==> src/rtl/hub75_scan_ctrl_if.sv <==
// Pixel-generator lookup and HUB75 panel signal bundle for the scan controller.
// Latency: none, wires only; the controller registers every signal it drives.
// Backpressure: none; the pixel lookup is combinational and the panel cannot stall.
interface hub75_scan_ctrl_if;
  logic [10:0] pixel_addr;
  logic [23:0] pixel_data;
  logic        hub_r1;
  logic        hub_g1;
  logic        hub_b1;
  logic        hub_r2;
  logic        hub_g2;
  logic        hub_b2;
  logic        hub_clk;
  logic        hub_lat;
  logic        hub_oe_n;
  logic [3:0]  hub_a;

  // Controller side: drives the address and all panel pins.
  modport master (
    output pixel_addr,
    input  pixel_data,
    output hub_r1, hub_g1, hub_b1, hub_r2, hub_g2, hub_b2,
    output hub_clk, hub_lat, hub_oe_n, hub_a
  );

  // Pixel generator / panel side.
  modport slave (
    input  pixel_addr,
    output pixel_data,
    input  hub_r1, hub_g1, hub_b1, hub_r2, hub_g2, hub_b2,
    input  hub_clk, hub_lat, hub_oe_n, hub_a
  );
endinterface

==> src/rtl/hub75_scan_ctrl.sv <==
// HUB75 64x32 BCM scan controller: shifts dual-half column data, latches rows, times output enable.
// Latency: all outputs registered; first panel shift-clock rise 4 clocks after leaving IDLE.
// Backpressure: none; enable is sampled only in IDLE and at frame end, so a drop finishes the frame.
module hub75_scan_ctrl #(
  parameter int PLANES  = 8,
  parameter int ON_BASE = 4
) (
  input  logic              clk,
  input  logic              rst_n,
  input  logic              enable,
  hub75_scan_ctrl_if.master bus,
  output logic              busy,
  output logic              frame_done
);

  localparam int              PW     = (PLANES > 1) ? $clog2(PLANES) : 1;
  localparam int              ON_MAX = ON_BASE << (PLANES - 1);
  localparam int              OW     = $clog2(ON_MAX + 1);
  localparam int              LSB    = 8 - PLANES;
  localparam logic [PW-1:0]   P_LAST = PW'(PLANES - 1);

  typedef enum logic [1:0] {IDLE, SHIFT, LATCH, DISPLAY} state_t;

  state_t          state_q, state_d;
  logic [3:0]      row_q, row_d;
  logic [PW-1:0]   plane_q, plane_d;
  logic [5:0]      col_q, col_d;
  logic [1:0]      ph_q, ph_d;
  logic [OW-1:0]   on_cnt_q, on_cnt_d;
  logic [2:0]      upper_q, upper_d;
  logic [10:0]     pixel_addr_q, pixel_addr_d;
  logic [5:0]      rgb_q, rgb_d;          // {r1, g1, b1, r2, g2, b2}
  logic            hub_clk_q, hub_clk_d;
  logic            hub_lat_q, hub_lat_d;
  logic            hub_oe_n_q, hub_oe_n_d;
  logic [3:0]      hub_a_q, hub_a_d;
  logic            busy_q, busy_d;
  logic            frame_done_q, frame_done_d;

  logic [2:0]      bit_idx;
  logic [7:0]      ch_r, ch_g, ch_b;
  logic [2:0]      cur_bits;
  logic [OW-1:0]   on_len;

  // Pick the current plane's bit out of each colour channel and size this plane's on-time.
  always_comb begin
    bit_idx  = 3'(LSB + int'(plane_q));
    ch_r     = bus.pixel_data[23:16];
    ch_g     = bus.pixel_data[15:8];
    ch_b     = bus.pixel_data[7:0];
    cur_bits = {ch_r[bit_idx], ch_g[bit_idx], ch_b[bit_idx]};
    on_len   = OW'(ON_BASE) << plane_q;
  end

  // Next-state and next-output logic; strobes default low and output-enable defaults off.
  always_comb begin
    state_d      = state_q;
    row_d        = row_q;
    plane_d      = plane_q;
    col_d        = col_q;
    ph_d         = ph_q;
    on_cnt_d     = on_cnt_q;
    upper_d      = upper_q;
    pixel_addr_d = pixel_addr_q;
    rgb_d        = rgb_q;
    hub_a_d      = hub_a_q;
    hub_clk_d    = 1'b0;
    hub_lat_d    = 1'b0;
    hub_oe_n_d   = 1'b1;
    frame_done_d = 1'b0;

    case (state_q)
      IDLE: begin
        if (enable) begin
          row_d   = '0;
          plane_d = '0;
          col_d   = '0;
          ph_d    = '0;
          state_d = SHIFT;
        end
      end

      SHIFT: begin
        ph_d = ph_q + 2'd1;
        case (ph_q)
          2'd0: pixel_addr_d = {1'b0, row_q, col_q};
          2'd1: begin
            // Upper-half pixel is on the bus now; hold it while the lower half is fetched.
            upper_d      = cur_bits;
            pixel_addr_d = {1'b1, row_q, col_q};
          end
          2'd2: rgb_d = {upper_q, cur_bits};
          default: begin
            hub_clk_d = 1'b1;
            col_d     = col_q + 6'd1;
            if (col_q == 6'd63) begin
              state_d = LATCH;
            end
          end
        endcase
      end

      LATCH: begin
        hub_lat_d = 1'b1;
        hub_a_d   = row_q;
        on_cnt_d  = '0;
        state_d   = DISPLAY;
      end

      default: begin // DISPLAY
        hub_oe_n_d = 1'b0;
        if (on_cnt_q == on_len - OW'(1)) begin
          on_cnt_d = '0;
          if (plane_q == P_LAST) begin
            plane_d = '0;
            row_d   = row_q + 4'd1;
            if (row_q == 4'd15) begin
              // Frame end wins: enable is only looked at here once running.
              frame_done_d = 1'b1;
              state_d      = enable ? SHIFT : IDLE;
            end else begin
              state_d = SHIFT;
            end
          end else begin
            plane_d = plane_q + 1'b1;
            state_d = SHIFT;
          end
        end else begin
          on_cnt_d = on_cnt_q + OW'(1);
        end
      end
    endcase

    busy_d = (state_d != IDLE);
  end

  // FSM state register.
  always_ff @(posedge clk or negedge rst_n) begin
    if (!rst_n) begin
      state_q <= IDLE;
    end else begin
      state_q <= state_d;
    end
  end

  // Counters and registered panel/pixel outputs; reset blanks the panel immediately.
  always_ff @(posedge clk or negedge rst_n) begin
    if (!rst_n) begin
      row_q        <= '0;
      plane_q      <= '0;
      col_q        <= '0;
      ph_q         <= '0;
      on_cnt_q     <= '0;
      upper_q      <= '0;
      pixel_addr_q <= '0;
      rgb_q        <= '0;
      hub_clk_q    <= 1'b0;
      hub_lat_q    <= 1'b0;
      hub_oe_n_q   <= 1'b1;
      hub_a_q      <= '0;
      busy_q       <= 1'b0;
      frame_done_q <= 1'b0;
    end else begin
      row_q        <= row_d;
      plane_q      <= plane_d;
      col_q        <= col_d;
      ph_q         <= ph_d;
      on_cnt_q     <= on_cnt_d;
      upper_q      <= upper_d;
      pixel_addr_q <= pixel_addr_d;
      rgb_q        <= rgb_d;
      hub_clk_q    <= hub_clk_d;
      hub_lat_q    <= hub_lat_d;
      hub_oe_n_q   <= hub_oe_n_d;
      hub_a_q      <= hub_a_d;
      busy_q       <= busy_d;
      frame_done_q <= frame_done_d;
    end
  end

  assign bus.pixel_addr = pixel_addr_q;
  assign bus.hub_r1     = rgb_q[5];
  assign bus.hub_g1     = rgb_q[4];
  assign bus.hub_b1     = rgb_q[3];
  assign bus.hub_r2     = rgb_q[2];
  assign bus.hub_g2     = rgb_q[1];
  assign bus.hub_b2     = rgb_q[0];
  assign bus.hub_clk    = hub_clk_q;
  assign bus.hub_lat    = hub_lat_q;
  assign bus.hub_oe_n   = hub_oe_n_q;
  assign bus.hub_a      = hub_a_q;
  assign busy           = busy_q;
  assign frame_done     = frame_done_q;

endmodule

==> src/flat_wrapper.sv <==
// flat-port wrapper written by rule: the top's interface ports become plain ports
module hub75_scan_ctrl_flat 
#(
  parameter int PLANES  = 8,
  parameter int ON_BASE = 4
)
  (clk, rst_n, enable, busy, frame_done, bus_pixel_addr, bus_pixel_data, bus_hub_r1, bus_hub_g1, bus_hub_b1, bus_hub_r2, bus_hub_g2, bus_hub_b2, bus_hub_clk, bus_hub_lat, bus_hub_oe_n, bus_hub_a);
  hub75_scan_ctrl_if bus_i ();
  input  logic clk;
  input  logic rst_n;
  input  logic enable;
  output logic busy;
  output logic frame_done;
  output wire logic [$bits(bus_i.pixel_addr)-1:0] bus_pixel_addr;
  input wire logic [$bits(bus_i.pixel_data)-1:0] bus_pixel_data;
  output wire logic [$bits(bus_i.hub_r1)-1:0] bus_hub_r1;
  output wire logic [$bits(bus_i.hub_g1)-1:0] bus_hub_g1;
  output wire logic [$bits(bus_i.hub_b1)-1:0] bus_hub_b1;
  output wire logic [$bits(bus_i.hub_r2)-1:0] bus_hub_r2;
  output wire logic [$bits(bus_i.hub_g2)-1:0] bus_hub_g2;
  output wire logic [$bits(bus_i.hub_b2)-1:0] bus_hub_b2;
  output wire logic [$bits(bus_i.hub_clk)-1:0] bus_hub_clk;
  output wire logic [$bits(bus_i.hub_lat)-1:0] bus_hub_lat;
  output wire logic [$bits(bus_i.hub_oe_n)-1:0] bus_hub_oe_n;
  output wire logic [$bits(bus_i.hub_a)-1:0] bus_hub_a;
  assign bus_pixel_addr = bus_i.pixel_addr;
  assign bus_i.pixel_data = bus_pixel_data;
  assign bus_hub_r1 = bus_i.hub_r1;
  assign bus_hub_g1 = bus_i.hub_g1;
  assign bus_hub_b1 = bus_i.hub_b1;
  assign bus_hub_r2 = bus_i.hub_r2;
  assign bus_hub_g2 = bus_i.hub_g2;
  assign bus_hub_b2 = bus_i.hub_b2;
  assign bus_hub_clk = bus_i.hub_clk;
  assign bus_hub_lat = bus_i.hub_lat;
  assign bus_hub_oe_n = bus_i.hub_oe_n;
  assign bus_hub_a = bus_i.hub_a;
  hub75_scan_ctrl #(.PLANES(PLANES), .ON_BASE(ON_BASE)) u_core (.clk(clk), .rst_n(rst_n), .enable(enable), .bus(bus_i), .busy(busy), .frame_done(frame_done));
endmodule
==> config.mk <==
export PLATFORM = sky130hd
export DESIGN_NAME = hub75_scan_ctrl_flat
export DESIGN_NICKNAME = d
export VERILOG_FILES = /design/src/rtl/hub75_scan_ctrl_if.sv /design/src/rtl/hub75_scan_ctrl.sv /design/src/flat_wrapper.sv
export SDC_FILE = /design/constraint.sdc
export NUM_CORES = 1
export LEC_CHECK = 0
export ABC_AREA = 1
export BUFFER_PORTS_ARGS = -buffer_cell sky130_fd_sc_hd__clkbuf_2
export CORE_UTILIZATION = 45
export DETAILED_ROUTE_END_ITERATION = 12
export GPL_TIMING_DRIVEN = 0
export PLACE_DENSITY = 0.7
export SLEW_MARGIN = 20
export SYNTH_ARGS = -nofsm -noshare
export SYNTH_HDL_FRONTEND = slang
export SYNTH_SLANG_ARGS = --single-unit
export TNS_END_PERCENT = 100
==> constraint.sdc <==
create_clock -name clk -period 3.1 [get_ports clk]
set_clock_uncertainty 0.1 [all_clocks]
set_input_delay 0.155 -clock clk [delete_from_list [all_inputs] [get_ports clk]]
set_output_delay 0.155 -clock clk [all_outputs]
set_load 0.01 [all_outputs]
== Yosys cells after proc, flatten, opt, wreduce, memory -nomap -nowiden ==
Cells that the tools add are included.

* Add/subtract/negate cells: 6
* Equality and inequality tests: 10
* Bitwise gates (word level): 1
* Reduce and logical (&&, ||, !) cells: 18
* Magnitude comparators: 1
* Multiplexer cells: 38
* Shifts and indexed selects: 1

{| class="wikitable"
|+ Operator list
! cell !! number
|-
| 11-bit one-hot mux with 2 select lines || 1
|-
| 10-bit one-hot mux with 2 select lines || 1
|-
| 2-bit two-way mux || 7
|-
| 1-bit two-way mux || 12
|-
| 4-bit two-way mux || 3
|-
| 6-bit two-way mux || 2
|-
| 6-bit one-hot mux with 2 select lines || 1
|-
| 10-bit by 1-bit adder with 10-bit output (second input constant) || 1
|-
| 10-bit equality test || 1
|-
| 10-bit two-way mux || 1
|-
| 2-bit nonzero test || 5
|-
| 3-bit by 3-bit << shifter with 10-bit output (first input constant) || 1
|-
| 10-bit by 1-bit subtractor with 10-bit output (second input constant) || 1
|-
| 1-bit binary-select mux with 3-bit select || 3
|-
| 3-bit two-way mux || 3
|-
| 4-bit one-hot mux with 2 select lines || 1
|-
| 2-bit AND reduction || 4
|-
| 6-bit by 1-bit adder with 6-bit output (second input constant) || 1
|-
| 6-bit equality test (second input constant) || 1
|-
| 2-bit one-hot mux with 3 select lines || 1
|-
| 3-bit one-hot mux with 2 select lines || 1
|-
| 3-bit AND reduction || 2
|-
| 3-bit OR reduction || 2
|-
| 4-bit by 1-bit adder with 4-bit output (second input constant) || 1
|-
| 13 further kinds || 18
|}

* Register bits: 56
* Word-level logic and storage cells: 90
* Input bits: 27
* Output and inout port bits: 26

== Logic depth before layout (Yosys ltp) ==
Gate-level depths: netlist of the first run.

* Word-level depth: 6
* Depth in mapped cells: 18
* Mapped depth without buffers: 17

== Least setup slack after synthesis of the first run ==
Ideal clock, no wire load.

* Kind: flip-flop to flip-flop
* From: register u_core.plane_q[0]
* To: register u_core.plane_q[0]
* Required time: 2.883 ns
* Buffers on the path: 1
* Period minus slack after synthesis: 2.591 ns
* Slack: 0.509 ns
* Arrival time: 2.374 ns
* Cell stages (with the launch flop): 18
* Cell sequence: dfrtp_1 > inv_1 > clkbuf_1 > ha_1 > nand2_4 > ha_1 > nand2_1 > nand2_1 > nor2_1 > nand2_1 > nor2_2 > nand3_1 > nor2_4 > nand2_4 > nand2_4 > nand3_2 > nand2_1 > nand2_1

* Longest elaborated chain between the ends: 5
* Elaborated cells between the ends (all ways): 10

{| class="wikitable"
|+ RTL lines
! element !! line !! RTL
|-
| start: declaration || hub75_scan_ctrl.sv:26 || <nowiki>logic [PW-1:0] plane_q, plane_d;</nowiki>
|-
| start signal: assignment || hub75_scan_ctrl.sv:165 || <nowiki>plane_q <= plane_d;</nowiki>
|-
| 3-bit by 3-bit << shifter with 10-bit output || hub75_scan_ctrl.sv:52 || <nowiki>on_len = OW'(ON_BASE) << plane_q;</nowiki>
|-
| 10-bit by 1-bit subtractor with 10-bit output || hub75_scan_ctrl.sv:112 || <nowiki>if (on_cnt_q == on_len - OW'(1)) begin</nowiki>
|-
| 10-bit equality test || hub75_scan_ctrl.sv:112 ||
|-
| 2-bit nonzero test (no source line) || n/a ||
|-
| 3-bit AND reduction (no source line) || n/a ||
|}

Several ways; a longest one is shown, not always the timed one. The select of a mux whose other input is x is not followed.
A chain may end at the register's enable or synchronous reset.

== Worst setup path in the final report of the first run ==
* From: register u_core.plane_q[1]
* To: register u_core.row_q[2]

* Longest elaborated chain between the ends: 5
* Elaborated cells between the ends (all ways): 7

{| class="wikitable"
|+ RTL lines
! element !! line !! RTL
|-
| 3-bit by 3-bit << shifter with 10-bit output || hub75_scan_ctrl.sv:52 ||
|-
| 10-bit by 1-bit subtractor with 10-bit output || hub75_scan_ctrl.sv:112 ||
|-
| 10-bit equality test || hub75_scan_ctrl.sv:112 ||
|-
| 2-bit nonzero test (no source line) || n/a ||
|-
| 4-bit AND reduction (no source line) (*) || n/a ||
|-
| end signal: assignment || hub75_scan_ctrl.sv:164 || <nowiki>row_q <= row_d;</nowiki>
|-
| end: declaration || hub75_scan_ctrl.sv:25 || <nowiki>logic [3:0] row_q, row_d;</nowiki>
|}

Mark *: on every way between the ends. The rest lies on a longest branch, timed or not.

==> flow_results.xml, run 1 <==
<?xml version="1.0" encoding="UTF-8"?>
<metrics>
  <group name="run_status">
    <metric name="status" unit="">finished clean</metric>
  </group>
  <group name="worst_setup_path">
    <metric name="reg2reg_to" unit="">u_core.row_q[2]</metric>
    <metric name="path_max_fanout" unit="">10</metric>
    <metric name="cp-start-kind" unit="">flop</metric>
    <metric name="reg2regPathDepth" unit="">16</metric>
    <metric name="sort_of_element_at_the_end_of_the_critical_path" unit="">flop</metric>
    <metric name="rrSetupSlack" unit="ns">0.29</metric>
    <metric name="worstSetupEndpoint" unit="">u_core.row_q[2]</metric>
    <metric name="criticalPathCategory" unit="">reg2reg</metric>
    <metric name="startpoint" unit="">u_core.plane_q[1]</metric>
    <metric name="critPathArrivalTime" unit="ns">2.92</metric>
    <metric name="worstPathRequired" unit="ns">3.21</metric>
    <metric name="regToRegStartpoint" unit="">u_core.plane_q[1]</metric>
  </group>
  <group name="sta">
    <metric name="slew_headroom" unit="%">62.6</metric>
    <metric name="rsz0062_at_grt" unit="">false</metric>
    <metric name="clock.fmax" unit="MHz">356</metric>
    <metric name="worst_slew_pin_slew" unit="ns">0.557</metric>
    <metric name="setup_total_negative_slack" unit="ns">0</metric>
    <metric name="finalHoldViolations" unit="">0</metric>
    <metric name="timing.final.setup_violations" unit="">0</metric>
    <metric name="timing.final.crit_period" unit="ns">2.81</metric>
    <metric name="share_of_the_cycle_needed_by_the_critical_path_after_routing" unit="%">90.6</metric>
    <metric name="max_slew_vio_count" unit="">0</metric>
  </group>
  <group name="logic_synthesis">
    <metric name="synth_fp_nets" unit="">461</metric>
    <metric name="synth_largest_type_area_fraction" unit="%">42.3</metric>
    <metric name="synth_compound_gate_area_share" unit="%">10.9</metric>
    <metric name="synth_top_family_by_area" unit="">simple AND/OR/NAND/NOR gates</metric>
    <metric name="synth_area_leaders" unit="">sky130_fd_sc_hd__dfrtp_1, sky130_fd_sc_hd__nand2_1, sky130_fd_sc_hd__ha_1</metric>
    <metric name="yosysTopAreaCell" unit="">sky130_fd_sc_hd__dfrtp_1</metric>
    <metric name="synth_enable_flop_cells" unit="">0</metric>
    <metric name="warnings_synthesis" unit="">0</metric>
    <metric name="synth-seq-area-share" unit="%">43.1</metric>
    <metric name="post_synth_top_flop" unit="">sky130_fd_sc_hd__dfrtp_1</metric>
    <metric name="synth_simple_gate_area_share" unit="%">28.8</metric>
    <metric name="async_flop_share" unit="%">100</metric>
    <metric name="yosys.cell_types.count" unit="">33</metric>
    <metric name="synthesis.instances" unit="">416</metric>
    <metric name="synth_adder_area_share" unit="%">6.93</metric>
    <metric name="yosys-mux-area-fraction" unit="%">1.39</metric>
    <metric name="mean_post_synth_cell_area" unit="um2">7.82</metric>
    <metric name="syn_area" unit="mm2">0.00325</metric>
    <metric name="synth_xor_area_share" unit="%">1.35</metric>
    <metric name="ys_seq_elements" unit="">56</metric>
  </group>
  <group name="cts">
    <metric name="ctsRootBufferMaster" unit="">sky130_fd_sc_hd__clkbuf_8</metric>
    <metric name="clk_pin_slew_worst_paths" unit="ns">0.11</metric>
    <metric name="insertion_delay" unit="ns">0.31</metric>
    <metric name="cts_htree_levels" unit="">2</metric>
    <metric name="cts_tree" unit="">built</metric>
    <metric name="cts_buffer_depth" unit="">2</metric>
    <metric name="cts.sinks" unit="">56</metric>
    <metric name="number_of_clock_buffers_inserted_by_tritoncts" unit="">5</metric>
  </group>
  <group name="place">
    <metric name="routabilityCongestion" unit="">0.883</metric>
    <metric name="dp_hpwl" unit="mm">5.45</metric>
    <metric name="port_buffers" unit="">52</metric>
  </group>
  <group name="flow_run">
    <metric name="cap_violations" unit="">0</metric>
  </group>
  <group name="global_routing">
    <metric name="via_count_of_the_first_global_routing_pass" unit="">2726</metric>
    <metric name="grt_start_max_net_pins" unit="">37</metric>
    <metric name="global_route_wire_length_before_repair" unit="mm">12.0</metric>
    <metric name="antenna_found_initial" unit="">0</metric>
    <metric name="groute.usage.overall" unit="%">20.3</metric>
    <metric name="overflow" unit="">0</metric>
  </group>
  <group name="layout">
    <metric name="antenna_cells_inserted" unit="">0</metric>
    <metric name="nNetsFinal" unit="">524</metric>
    <metric name="drive_above_1_share" unit="%">18.8</metric>
    <metric name="areaGrowthSynthToFinish" unit="%">16.8</metric>
    <metric name="fillCellCount" unit="">638</metric>
  </group>
  <group name="routing">
    <metric name="via_count" unit="">2936</metric>
    <metric name="totalWireLength" unit="mm">7.05</metric>
    <metric name="ant_nets" unit="">0</metric>
    <metric name="routed_wire_length_per_instance" unit="um">12.2</metric>
    <metric name="dr.first_iter.drc_count" unit="">188</metric>
    <metric name="detail_route.drc_violations" unit="">0</metric>
    <metric name="first_pass_iters" unit="">5</metric>
    <metric name="detail_route.vias_per_cell" unit="">5.10</metric>
  </group>
  <group name="die">
    <metric name="die_height" unit="um">87.0</metric>
    <metric name="fp-row-count" unit="">30</metric>
    <metric name="ios" unit="">53</metric>
    <metric name="dieWidth" unit="um">87.0</metric>
    <metric name="die_area" unit="mm2">0.00757</metric>
    <metric name="placeableCoreArea" unit="mm2">0.00687</metric>
    <metric name="initial_utilization" unit="%">47.3</metric>
  </group>
  <group name="worst_hold_path">
    <metric name="min-delay-path-class" unit="">in2reg</metric>
  </group>
  <group name="power_and_ir_drop">
    <metric name="leakage" unit="nW">2.01</metric>
    <metric name="vdd_ir_drop_max" unit="V">0.000238</metric>
    <metric name="p_total" unit="mW">1.28</metric>
    <metric name="power_per_cell_area" unit="mW/mm2">337</metric>
  </group>
</metrics>
report_power, final:
group	leakage, nW	total, mW	internal [mW]	switching [mW]
Sequential	0.695	0.736	0.733	0.00222
Combinational	1.26	0.0524	0.0227	0.0297
Clock	0.0558	0.492	0.245	0.248
flip-flops by register name (all words and copies together), names as in the netlist:
register / cells
u_core.busy: 1
u_core.bus.hub_oe_n: 1
u_core.bus.pixel_addr: 11
u_core.bus.hub_clk: 1
u_core.bus.hub_a: 4
u_core.col_q: 6
u_core.on_cnt_q: 10
u_core.row_q: 4
u_core.state_q: 2
u_core.rgb_q: 6
u_core.plane_q: 3
u_core.frame_done: 1
u_core.ph_q: 2
u_core.bus.hub_lat: 1
u_core.upper_q: 3
how the worst min path moves through the flow:
stage                                   start                   endpoint  slack [ns]  cells past startpoint
floorplan                               rst_n        u_core.bus.hub_a[0]       -0.24                      0
global placement    u_core.bus.pixel_addr[10]  u_core.bus.pixel_addr[10]        0.36                      2
detailed placement                      rst_n            u_core.rgb_q[0]      0.0005                      1
CTS                                    enable          u_core.state_q[0]        0.14                      5
global route                           enable            u_core.col_q[3]        0.20                      4
finish                                 enable          u_core.state_q[0]        0.15                      5
cells by family after synthesis:
logic type | Yosys count
and+or+nand+nor | 204
AOI/OAI and AO/OA | 67
buffers and inverters | 62
DFF | 56
adders and majority gates | 18
xor gates and xnor gates | 5
muxes | 4
stage by stage:
step / instance area, um2 / hold WS, ns / instances / setup WS (ns) / utilization, %
2_1_floorplan: 3250 / -0.241 / 416 / 0.509 / -
3_3_place_gp: 3630 / 0.358 / 564 / 0.0990 / 52.9
3_5_place_dp: 3650 / 0.000513 / 565 / 0.0330 / 53.2
4_1_cts: 3780 / 0.145 / 574 / 0.0226 / 55.0
5_1_grt: 3800 / 0.205 / 576 / 0.0774 / 55.3
6_report: 3800 / 0.151 / 576 / 0.291 / 55.3
what timing repair did:
action / CTS / global route
hold endpoints to repair: 55 / 0
hold buffers: 1 / 0
gates resized for setup: 0 / 1
endpoints found under the setup margin: 0 / 20
setup buffers: 0 / 3
final cells by class:
cell class	instances	area, um2	share of cell area (%)
Inverter	54	206	5.43
Timing Repair Buffer	57	315	8.30
Buffer	7	38.8	1.02
Sequential cell	56	1400	36.9
Clock buffer	6	72.6	1.91
Multi-Input combinational cell	298	1600	42.2
Tap cell	96	120	3.16
Clock inverter	2	38.8	1.02
routing by layer:
metal | GRT usage (%) | share of wire [%] | vias to the layer above
met3 | 3.60 | 3.5 | 7
li1 | - | - | 1497
met1 | 25.7 | 47 | 1370
met2 | 34.9 | 48 | 62
met4 | 6.82 | 1.4 | 0
met5 | 0 | 0 | -
layout by cell type, fill, tap and decap left out, drive strengths merged:
cell	n
clkbuf	62
buf	7
o22ai	3
dfstp	1
o21a	1
o21ai	52
mux2	4
inv	53
a21oi	8
dlygate4sd3	1
nor4	1
ha	18
xor2	5
bufinv	1
nor2	40
nand2	105
nor3b	1
nand3	30
dfrtp	55
nand4	15
clkinv	1
clkinvlp	1
or2	2
nand3b	2
o221ai	3
nor3	8
worst max-delay path, cell delays in order (launching register included):
cell,delay (ns)
sky130_fd_sc_hd__dfrtp_1,0.51
sky130_fd_sc_hd__inv_1,0.24
sky130_fd_sc_hd__ha_1,0.30
sky130_fd_sc_hd__nand2_4,0.10
sky130_fd_sc_hd__ha_1,0.32
sky130_fd_sc_hd__nand2_1,0.07
sky130_fd_sc_hd__nand2_1,0.04
sky130_fd_sc_hd__nor2_1,0.09
sky130_fd_sc_hd__nand2_1,0.07
sky130_fd_sc_hd__nor2_2,0.15
sky130_fd_sc_hd__nand3_1,0.15
sky130_fd_sc_hd__nor2_4,0.14
sky130_fd_sc_hd__nand2_4,0.09
sky130_fd_sc_hd__nand2_4,0.12
sky130_fd_sc_hd__nand3_4,0.09
sky130_fd_sc_hd__nand2_1,0.07
sky130_fd_sc_hd__nand2_1,0.05
cells in the mapped netlist (2+ instances only):
| library cell | count |
|---|---|
| sky130_fd_sc_hd__nor2_1 | 34 |
| sky130_fd_sc_hd__nand3_1 | 28 |
| sky130_fd_sc_hd__o22ai_1 | 3 |
| sky130_fd_sc_hd__nor3_1 | 8 |
| sky130_fd_sc_hd__inv_2 | 4 |
| sky130_fd_sc_hd__nand2_4 | 3 |
| sky130_fd_sc_hd__clkbuf_1 | 5 |
| sky130_fd_sc_hd__o21ai_1 | 9 |
| sky130_fd_sc_hd__nor2_2 | 4 |
| sky130_fd_sc_hd__dfrtp_1 | 55 |
| sky130_fd_sc_hd__xor2_1 | 5 |
| sky130_fd_sc_hd__ha_1 | 18 |
| sky130_fd_sc_hd__nand3b_1 | 2 |
| sky130_fd_sc_hd__or2_2 | 2 |
| sky130_fd_sc_hd__nand4_1 | 15 |
| sky130_fd_sc_hd__o221ai_1 | 3 |
| sky130_fd_sc_hd__nand2_1 | 101 |
| sky130_fd_sc_hd__inv_1 | 49 |
| sky130_fd_sc_hd__nor2_4 | 2 |
| sky130_fd_sc_hd__o21ai_0 | 43 |
| sky130_fd_sc_hd__a21oi_1 | 8 |
| sky130_fd_sc_hd__mux2_2 | 4 |
No activity file was read; power rests on OpenSTA's default activity.
==> inputs of run 2 (changes only) <==
Clock period 3.1 ns to 3.4 ns, I/O delays scaled along.
==> run 2 against run 1 <==
First-iteration DRC count up 11%. Die area unchanged. Non-clock buffer count down 2. Wire length about the same. Sequential power down 8.8%. Power down 9.0%. Global-route usage unchanged. Via count about the same. Critical endpoint is now u_core.plane_q[0]. Clock-buffer cell count unchanged. Hold slack better by 0.019 ns. Register-to-register slack better by 0.03 ns. Largest power group unchanged.
==> flow_results.xml, run 2 (synthesis gave the netlist of run 1 again) <==
<?xml version="1.0" encoding="UTF-8"?>
<metrics>
  <group name="worst_hold_path">
    <metric name="holdPathStages" unit="">5</metric>
    <metric name="hold_path.startpoint" unit="">enable</metric>
    <metric name="min_delay_worst_endpoint" unit="">u_core.state_q[0]</metric>
    <metric name="min-delay-path-class" unit="">in2reg</metric>
  </group>
  <group name="worst_setup_path">
    <metric name="reg2regPathDepth" unit="">17</metric>
    <metric name="reg2reg_to" unit="">u_core.plane_q[0]</metric>
    <metric name="crit_chain" unit="">inv_1, clkbuf_1, ha_1, nand2_4, ha_1, nand2_1, nand2_1, nor2_1, nand2_1, nor2_2, nand3_1, nor2_4, nand2_4, nand2_4, nand3_2, nand2_1, nand2_1</metric>
    <metric name="sort_of_element_at_the_end_of_the_critical_path" unit="">flop</metric>
    <metric name="rrSetupSlack" unit="ns">0.32</metric>
    <metric name="timing.critical_path.mode_cell" unit="">sky130_fd_sc_hd__nand2_1</metric>
    <metric name="regToRegStartpoint" unit="">u_core.plane_q[0]</metric>
    <metric name="crit_path_top_delay_cell" unit="">sky130_fd_sc_hd__dfrtp_1</metric>
    <metric name="criticalPathCategory" unit="">reg2reg</metric>
    <metric name="worstPathRequired" unit="ns">3.51</metric>
    <metric name="path_max_fanout" unit="">11</metric>
    <metric name="critPathArrivalTime" unit="ns">3.19</metric>
    <metric name="cp-start-kind" unit="">flop</metric>
    <metric name="critical_path.max_stage_delay" unit="ns">0.47</metric>
  </group>
  <group name="cts">
    <metric name="clk_pin_slew_worst_paths" unit="ns">0.10</metric>
    <metric name="insertion_delay" unit="ns">0.31</metric>
    <metric name="number_of_clock_buffers_inserted_by_tritoncts" unit="">5</metric>
    <metric name="cts.sinks" unit="">56</metric>
    <metric name="ctsRootBufferMaster" unit="">sky130_fd_sc_hd__clkbuf_8</metric>
    <metric name="postCtsResizedCells" unit="">0</metric>
    <metric name="cts_setup_buffers" unit="">0</metric>
    <metric name="cts_buffer_depth" unit="">2</metric>
    <metric name="cts_htree_levels" unit="">2</metric>
    <metric name="cts_tree" unit="">built</metric>
    <metric name="cts-hold-fix-buffers" unit="">1</metric>
  </group>
  <group name="place">
    <metric name="placement.setup.worst_slack" unit="ns">0.333</metric>
    <metric name="dp_hpwl" unit="mm">5.45</metric>
    <metric name="routabilityCongestion" unit="">0.883</metric>
    <metric name="port_buffers" unit="">52</metric>
  </group>
  <group name="layout">
    <metric name="nNetsFinal" unit="">522</metric>
    <metric name="areaGrowthSynthToFinish" unit="%">16.1</metric>
    <metric name="commonest_non_fill_non_tap_cell_in_the_layout" unit="">sky130_fd_sc_hd__nand2_1</metric>
    <metric name="largest_reg_flops" unit="">11</metric>
    <metric name="layout_common_cells" unit="">sky130_fd_sc_hd__nand2_1, sky130_fd_sc_hd__dfrtp_1, sky130_fd_sc_hd__clkbuf_2, sky130_fd_sc_hd__inv_1, sky130_fd_sc_hd__o21ai_0</metric>
    <metric name="antenna_cells_inserted" unit="">0</metric>
    <metric name="drive_above_1_share" unit="%">18.0</metric>
    <metric name="final_core_util" unit="%">55.0</metric>
  </group>
  <group name="run_status">
    <metric name="status" unit="">finished clean</metric>
  </group>
  <group name="routing">
    <metric name="routed_wire_length_per_instance" unit="um">12.3</metric>
    <metric name="detail_route.vias_per_cell" unit="">5.12</metric>
    <metric name="dr.first_iter.drc_count" unit="">209</metric>
    <metric name="detail_route.drc_violations" unit="">0</metric>
    <metric name="via_count" unit="">2937</metric>
    <metric name="ant_nets" unit="">0</metric>
    <metric name="first_pass_iters" unit="">4</metric>
    <metric name="totalWireLength" unit="mm">7.04</metric>
  </group>
  <group name="power_and_ir_drop">
    <metric name="p_total" unit="mW">1.16</metric>
    <metric name="power_per_cell_area" unit="mW/mm2">308</metric>
    <metric name="vdd_ir_drop_max" unit="V">0.000216</metric>
    <metric name="leakage" unit="nW">2.00</metric>
  </group>
  <group name="die">
    <metric name="placeableCoreArea" unit="mm2">0.00687</metric>
    <metric name="ios" unit="">53</metric>
    <metric name="fp-row-count" unit="">30</metric>
    <metric name="die_height" unit="um">87.0</metric>
    <metric name="die_area" unit="mm2">0.00757</metric>
    <metric name="dieWidth" unit="um">87.0</metric>
    <metric name="initial_utilization" unit="%">47.3</metric>
  </group>
  <group name="global_routing">
    <metric name="global_route_wire_length_before_repair" unit="mm">12.0</metric>
    <metric name="via_count_of_the_first_global_routing_pass" unit="">2726</metric>
    <metric name="groute.usage.overall" unit="%">20.3</metric>
    <metric name="grt_start_max_net_pins" unit="">37</metric>
    <metric name="antenna_found_initial" unit="">0</metric>
    <metric name="overflow" unit="">0</metric>
  </group>
  <group name="sta">
    <metric name="timing.final.crit_period" unit="ns">3.08</metric>
    <metric name="finalHoldViolations" unit="">0</metric>
    <metric name="setup_total_negative_slack" unit="ns">0</metric>
    <metric name="timing.final.setup_violations" unit="">0</metric>
    <metric name="clock.fmax" unit="MHz">325</metric>
    <metric name="share_of_the_cycle_needed_by_the_critical_path_after_routing" unit="%">90.5</metric>
    <metric name="max_slew_vio_count" unit="">0</metric>
    <metric name="slew_headroom" unit="%">62.6</metric>
    <metric name="rsz0062_at_grt" unit="">false</metric>
    <metric name="setup_slack" unit="ns">0.324</metric>
    <metric name="worst_slew_pin_slew" unit="ns">0.557</metric>
  </group>
  <group name="flow_run">
    <metric name="cap_violations" unit="">0</metric>
  </group>
</metrics>
run 2: cell types whose count changed in the layout (fill, tap and decap cells not counted), sizes merged:
cell      change
buf           -3
clkbuf        +1
clkinvlp      -1
inv           +1
run 2: power breakdown:
group / leakage, nW / switching [mW] / internal, mW
registers: 0.695 / 0.00199 / 0.669
clock network: 0.0558 / 0.223 / 0.223
logic: 1.25 / 0.0271 / 0.0207
run 2: critical path: cells and delay by family (launching register included):
kind | cells | cell delay (ns)
adders and majority gates | 2 | 0.66
buffers and inverters | 2 | 0.50
DFF | 1 | 0.47
and+or+nand+nor | 13 | 1.24
run 2: how the worst max path moves through the flow:
| stage | from | to | cells after the start |
|---|---|---|---|
| 2_1_floorplan | u_core.plane_q[0] | u_core.plane_q[0] | 17 |
| 3_3_place_gp | u_core.plane_q[0] | u_core.plane_q[0] | 17 |
| 3_5_place_dp | u_core.plane_q[0] | u_core.plane_q[0] | 17 |
| 4_1_cts | u_core.plane_q[0] | u_core.plane_q[0] | 17 |
| 5_1_grt | u_core.plane_q[0] | u_core.plane_q[0] | 17 |
| 6_report | u_core.plane_q[0] | u_core.plane_q[0] | 17 |
run 2: layout make-up:
class	count	area [um2]
fillers	642	3090
clock inverters	2	38.8
multi-input cells	298	1600
repair buffers	54	293
inverters	54	203
clock buffers	6	72.6
plain buffers	8	42.5
well taps	96	120
flip-flops and latches	56	1400
run 2: metrics by stage:
step,instances,hold slack [ns],area [um2]
floorplan,416,-0.226,3250
global placement,564,0.358,3630
detailed placement,565,0.0155,3650
CTS,574,0.160,3780
global route,574,0.220,3780
finish,574,0.170,3780
run 2: per-layer routing:
metal	wire (um)	GRT usage (%)
met5	0	0
met4	96	6.82
met3	305	3.60
met2	3410	34.9
met1	3230	25.7
==> inputs of run 3 (changes only) <==
Clock period 3.4 ns to 2.95 ns, I/O delays scaled along.
==> run 3 against run 2 <==
Cell count up 0.52%. Sequential power up 15%. Clock-buffer cell count unchanged. Sequential share of layout area down 0.27 points. Final area up 0.83%. Die area unchanged. Clock power up 17%. Largest power group unchanged. Highest routed layer unchanged.
==> flow_results.xml, run 3 (synthesis gave the netlist of run 1 again) <==
<?xml version="1.0" encoding="UTF-8"?>
<metrics>
  <group name="run_status">
    <metric name="status" unit="">finished clean</metric>
  </group>
  <group name="sta">
    <metric name="worst_slew_pin_slew" unit="ns">0.558</metric>
    <metric name="rsz0062_at_grt" unit="">false</metric>
    <metric name="slew_headroom" unit="%">62.5</metric>
    <metric name="share_of_the_cycle_needed_by_the_critical_path_after_routing" unit="%">92.4</metric>
    <metric name="finalHoldViolations" unit="">0</metric>
    <metric name="setup_slack" unit="ns">0.224</metric>
    <metric name="timing.final.crit_period" unit="ns">2.73</metric>
    <metric name="clock.fmax" unit="MHz">367</metric>
    <metric name="fin_worst_hold_slack" unit="ns">0.147</metric>
    <metric name="timing.final.setup_violations" unit="">0</metric>
    <metric name="setup_total_negative_slack" unit="ns">0</metric>
    <metric name="max_slew_vio_count" unit="">0</metric>
  </group>
  <group name="routing">
    <metric name="detail_route.drc_violations" unit="">0</metric>
    <metric name="first_pass_iters" unit="">4</metric>
    <metric name="totalWireLength" unit="mm">7.05</metric>
    <metric name="via_count" unit="">2938</metric>
    <metric name="met2_length" unit="mm">3.42</metric>
    <metric name="met3_wirelength" unit="um">284</metric>
    <metric name="dr.first_iter.drc_count" unit="">188</metric>
    <metric name="maxUsedRoutingLayer" unit="">met4</metric>
    <metric name="detail_route.wirelength.met1" unit="mm">3.26</metric>
    <metric name="routed_wire_length_per_instance" unit="um">12.2</metric>
    <metric name="detail_route.vias_per_cell" unit="">5.09</metric>
    <metric name="ant_nets" unit="">0</metric>
  </group>
  <group name="layout">
    <metric name="antenna_cells_inserted" unit="">0</metric>
    <metric name="drive_above_1_share" unit="%">19.3</metric>
    <metric name="nNetsFinal" unit="">525</metric>
    <metric name="final_core_util" unit="%">55.4</metric>
    <metric name="register_area" unit="mm2">0.00140</metric>
    <metric name="multi_input_comb_area" unit="mm2">0.00160</metric>
    <metric name="largest_reg_flops" unit="">11</metric>
    <metric name="fillCellCount" unit="">634</metric>
    <metric name="commonest_non_fill_non_tap_cell_in_the_layout" unit="">sky130_fd_sc_hd__nand2_1</metric>
    <metric name="layout_common_cells" unit="">sky130_fd_sc_hd__nand2_1, sky130_fd_sc_hd__dfrtp_1, sky130_fd_sc_hd__clkbuf_2, sky130_fd_sc_hd__inv_1, sky130_fd_sc_hd__o21ai_0</metric>
    <metric name="areaGrowthSynthToFinish" unit="%">17.1</metric>
  </group>
  <group name="power_and_ir_drop">
    <metric name="total_switching_power" unit="mW">0.296</metric>
    <metric name="part_of_the_total_power_dissipated_in_the_clock_network" unit="%">38.6</metric>
    <metric name="power_per_cell_area" unit="mW/mm2">354</metric>
    <metric name="power_share_of_the_combinational_group" unit="%">4.1</metric>
    <metric name="part_of_the_total_power_dissipated_in_sequential_elements" unit="%">57.4</metric>
    <metric name="power_switching_share" unit="%">22.0</metric>
    <metric name="vdd_ir_drop_max" unit="V">0.000249</metric>
    <metric name="p_total" unit="mW">1.35</metric>
    <metric name="leakage" unit="nW">2.01</metric>
    <metric name="intPower" unit="mW">1.05</metric>
  </group>
  <group name="global_routing">
    <metric name="global_route_wire_length_before_repair" unit="mm">12.0</metric>
    <metric name="grt_start_max_net_pins" unit="">37</metric>
    <metric name="groute.usage.overall" unit="%">20.2</metric>
    <metric name="antenna_found_initial" unit="">0</metric>
    <metric name="via_count_of_the_first_global_routing_pass" unit="">2714</metric>
    <metric name="overflow" unit="">0</metric>
  </group>
  <group name="worst_setup_path">
    <metric name="critPathArrivalTime" unit="ns">2.84</metric>
    <metric name="criticalPathCategory" unit="">reg2reg</metric>
    <metric name="cp-start-kind" unit="">flop</metric>
    <metric name="path_max_fanout" unit="">10</metric>
    <metric name="sort_of_element_at_the_end_of_the_critical_path" unit="">flop</metric>
    <metric name="worstPathRequired" unit="ns">3.07</metric>
  </group>
  <group name="worst_hold_path">
    <metric name="min-delay-path-class" unit="">in2reg</metric>
  </group>
  <group name="flow_run">
    <metric name="cap_violations" unit="">0</metric>
  </group>
  <group name="cts">
    <metric name="cts_htree_levels" unit="">2</metric>
    <metric name="insertion_delay" unit="ns">0.32</metric>
    <metric name="cts_buffer_depth" unit="">2</metric>
    <metric name="number_of_clock_buffers_inserted_by_tritoncts" unit="">5</metric>
    <metric name="cts.sinks" unit="">56</metric>
    <metric name="ctsRootBufferMaster" unit="">sky130_fd_sc_hd__clkbuf_8</metric>
    <metric name="cts_tree" unit="">built</metric>
    <metric name="clk_pin_slew_worst_paths" unit="ns">0.11</metric>
  </group>
  <group name="place">
    <metric name="routabilityCongestion" unit="">0.883</metric>
    <metric name="dp_hpwl" unit="mm">5.45</metric>
    <metric name="port_buffers" unit="">52</metric>
    <metric name="placement.setup.worst_slack" unit="ns">-0.117</metric>
  </group>
  <group name="die">
    <metric name="die_area" unit="mm2">0.00757</metric>
    <metric name="ios" unit="">53</metric>
    <metric name="fp-row-count" unit="">30</metric>
    <metric name="placeableCoreArea" unit="mm2">0.00687</metric>
    <metric name="die_height" unit="um">87.0</metric>
    <metric name="initial_utilization" unit="%">47.3</metric>
    <metric name="dieWidth" unit="um">87.0</metric>
  </group>
</metrics>
run 3: cell count changes in the layout (fill, tap and decap cells not counted), sizes merged:
cell / previous run / this run
buf: 4 / 8
clkbuf: 63 / 62
clkinvlp: 0 / 1
inv: 54 / 53
run 3: final cells by class:
| type | instances | share of cell area, % |
|---|---|---|
| clock buffer | 6 | 1.91 |
| timing repair buffer | 58 | 8.48 |
| buffer | 7 | 1.02 |
| inverter | 54 | 5.42 |
| sequential | 56 | 36.9 |
| tap | 96 | 3.15 |
| multi-input combinational | 298 | 42.1 |
| clock inverter | 2 | 1.02 |
run 3: worst max-delay path: stages (launching register included):
cell and delay, ns:
sky130_fd_sc_hd__dfrtp_1 0.51, sky130_fd_sc_hd__inv_2 0.18, sky130_fd_sc_hd__ha_1 0.28, sky130_fd_sc_hd__nand2_4 0.10, sky130_fd_sc_hd__ha_1 0.32, sky130_fd_sc_hd__nand2_1 0.07
sky130_fd_sc_hd__nand2_1 0.04, sky130_fd_sc_hd__nor2_1 0.09, sky130_fd_sc_hd__nand2_1 0.07, sky130_fd_sc_hd__nor2_2 0.15, sky130_fd_sc_hd__nand3_1 0.15, sky130_fd_sc_hd__nor2_4 0.14
sky130_fd_sc_hd__nand2_4 0.09, sky130_fd_sc_hd__nand2_4 0.12, sky130_fd_sc_hd__nand3_2 0.09, sky130_fd_sc_hd__nand2_1 0.07, sky130_fd_sc_hd__nand2_1 0.06
run 3: final timing paths:
path | from | to | slack (ns) | depth (start not counted)
worst max-delay path | u_core.plane_q[1] | u_core.plane_q[0] | 0.22 | 16
worst min-delay path | enable | u_core.state_q[0] | 0.15 | 5
worst max register to register | u_core.plane_q[1] | u_core.plane_q[0] | 0.22 | 16
worst min register to register | u_core.bus.pixel_addr[10] | u_core.bus.pixel_addr[10] | 0.39 | 2
max in group asynchronous | rst_n | u_core.bus.hub_oe_n | 2.01 | 3
min in group asynchronous | rst_n | u_core.rgb_q[0] | 0.17 | 2
run 3: repair_timing:
| action | 4_1_cts | 5_1_grt |
|---|---|---|
| endpoints found under the setup margin | 19 | 19 |
| buffers inserted | 0 | 4 |
| endpoints found under the hold margin | 55 | 0 |
| hold buffers | 1 | 0 |
| gates resized for setup | 0 | 3 |
run 3: through the flow:
step | cell area [um2] | std cells
2_1_floorplan | 3250 | 416
3_3_place_gp | 3630 | 564
3_5_place_dp | 3650 | 565
4_1_cts | 3770 | 573
5_1_grt | 3810 | 577
6_report | 3810 | 577
run 3: per-layer routing:
metal / vias to the layer above / global-route usage [%]
met5: - / 0
met1: 1373 / 25.7
li1: 1494 / -
met3: 7 / 3.60
met2: 64 / 34.8
met4: 0 / 6.82
run 3: power groups by stage:
| stage | Sequential (mW) | Combinational (mW) | Clock (mW) |
|---|---|---|---|
| floorplan | 0.788 | 0.0155 | 0 |
| CTS | 0.773 | 0.0568 | 0.528 |
| global placement | 0.788 | 0.0504 | 0 |
| detailed placement | 0.788 | 0.0557 | 0 |
| global route | 0.774 | 0.0642 | 0.558 |
| finish | 0.773 | 0.0549 | 0.520 |
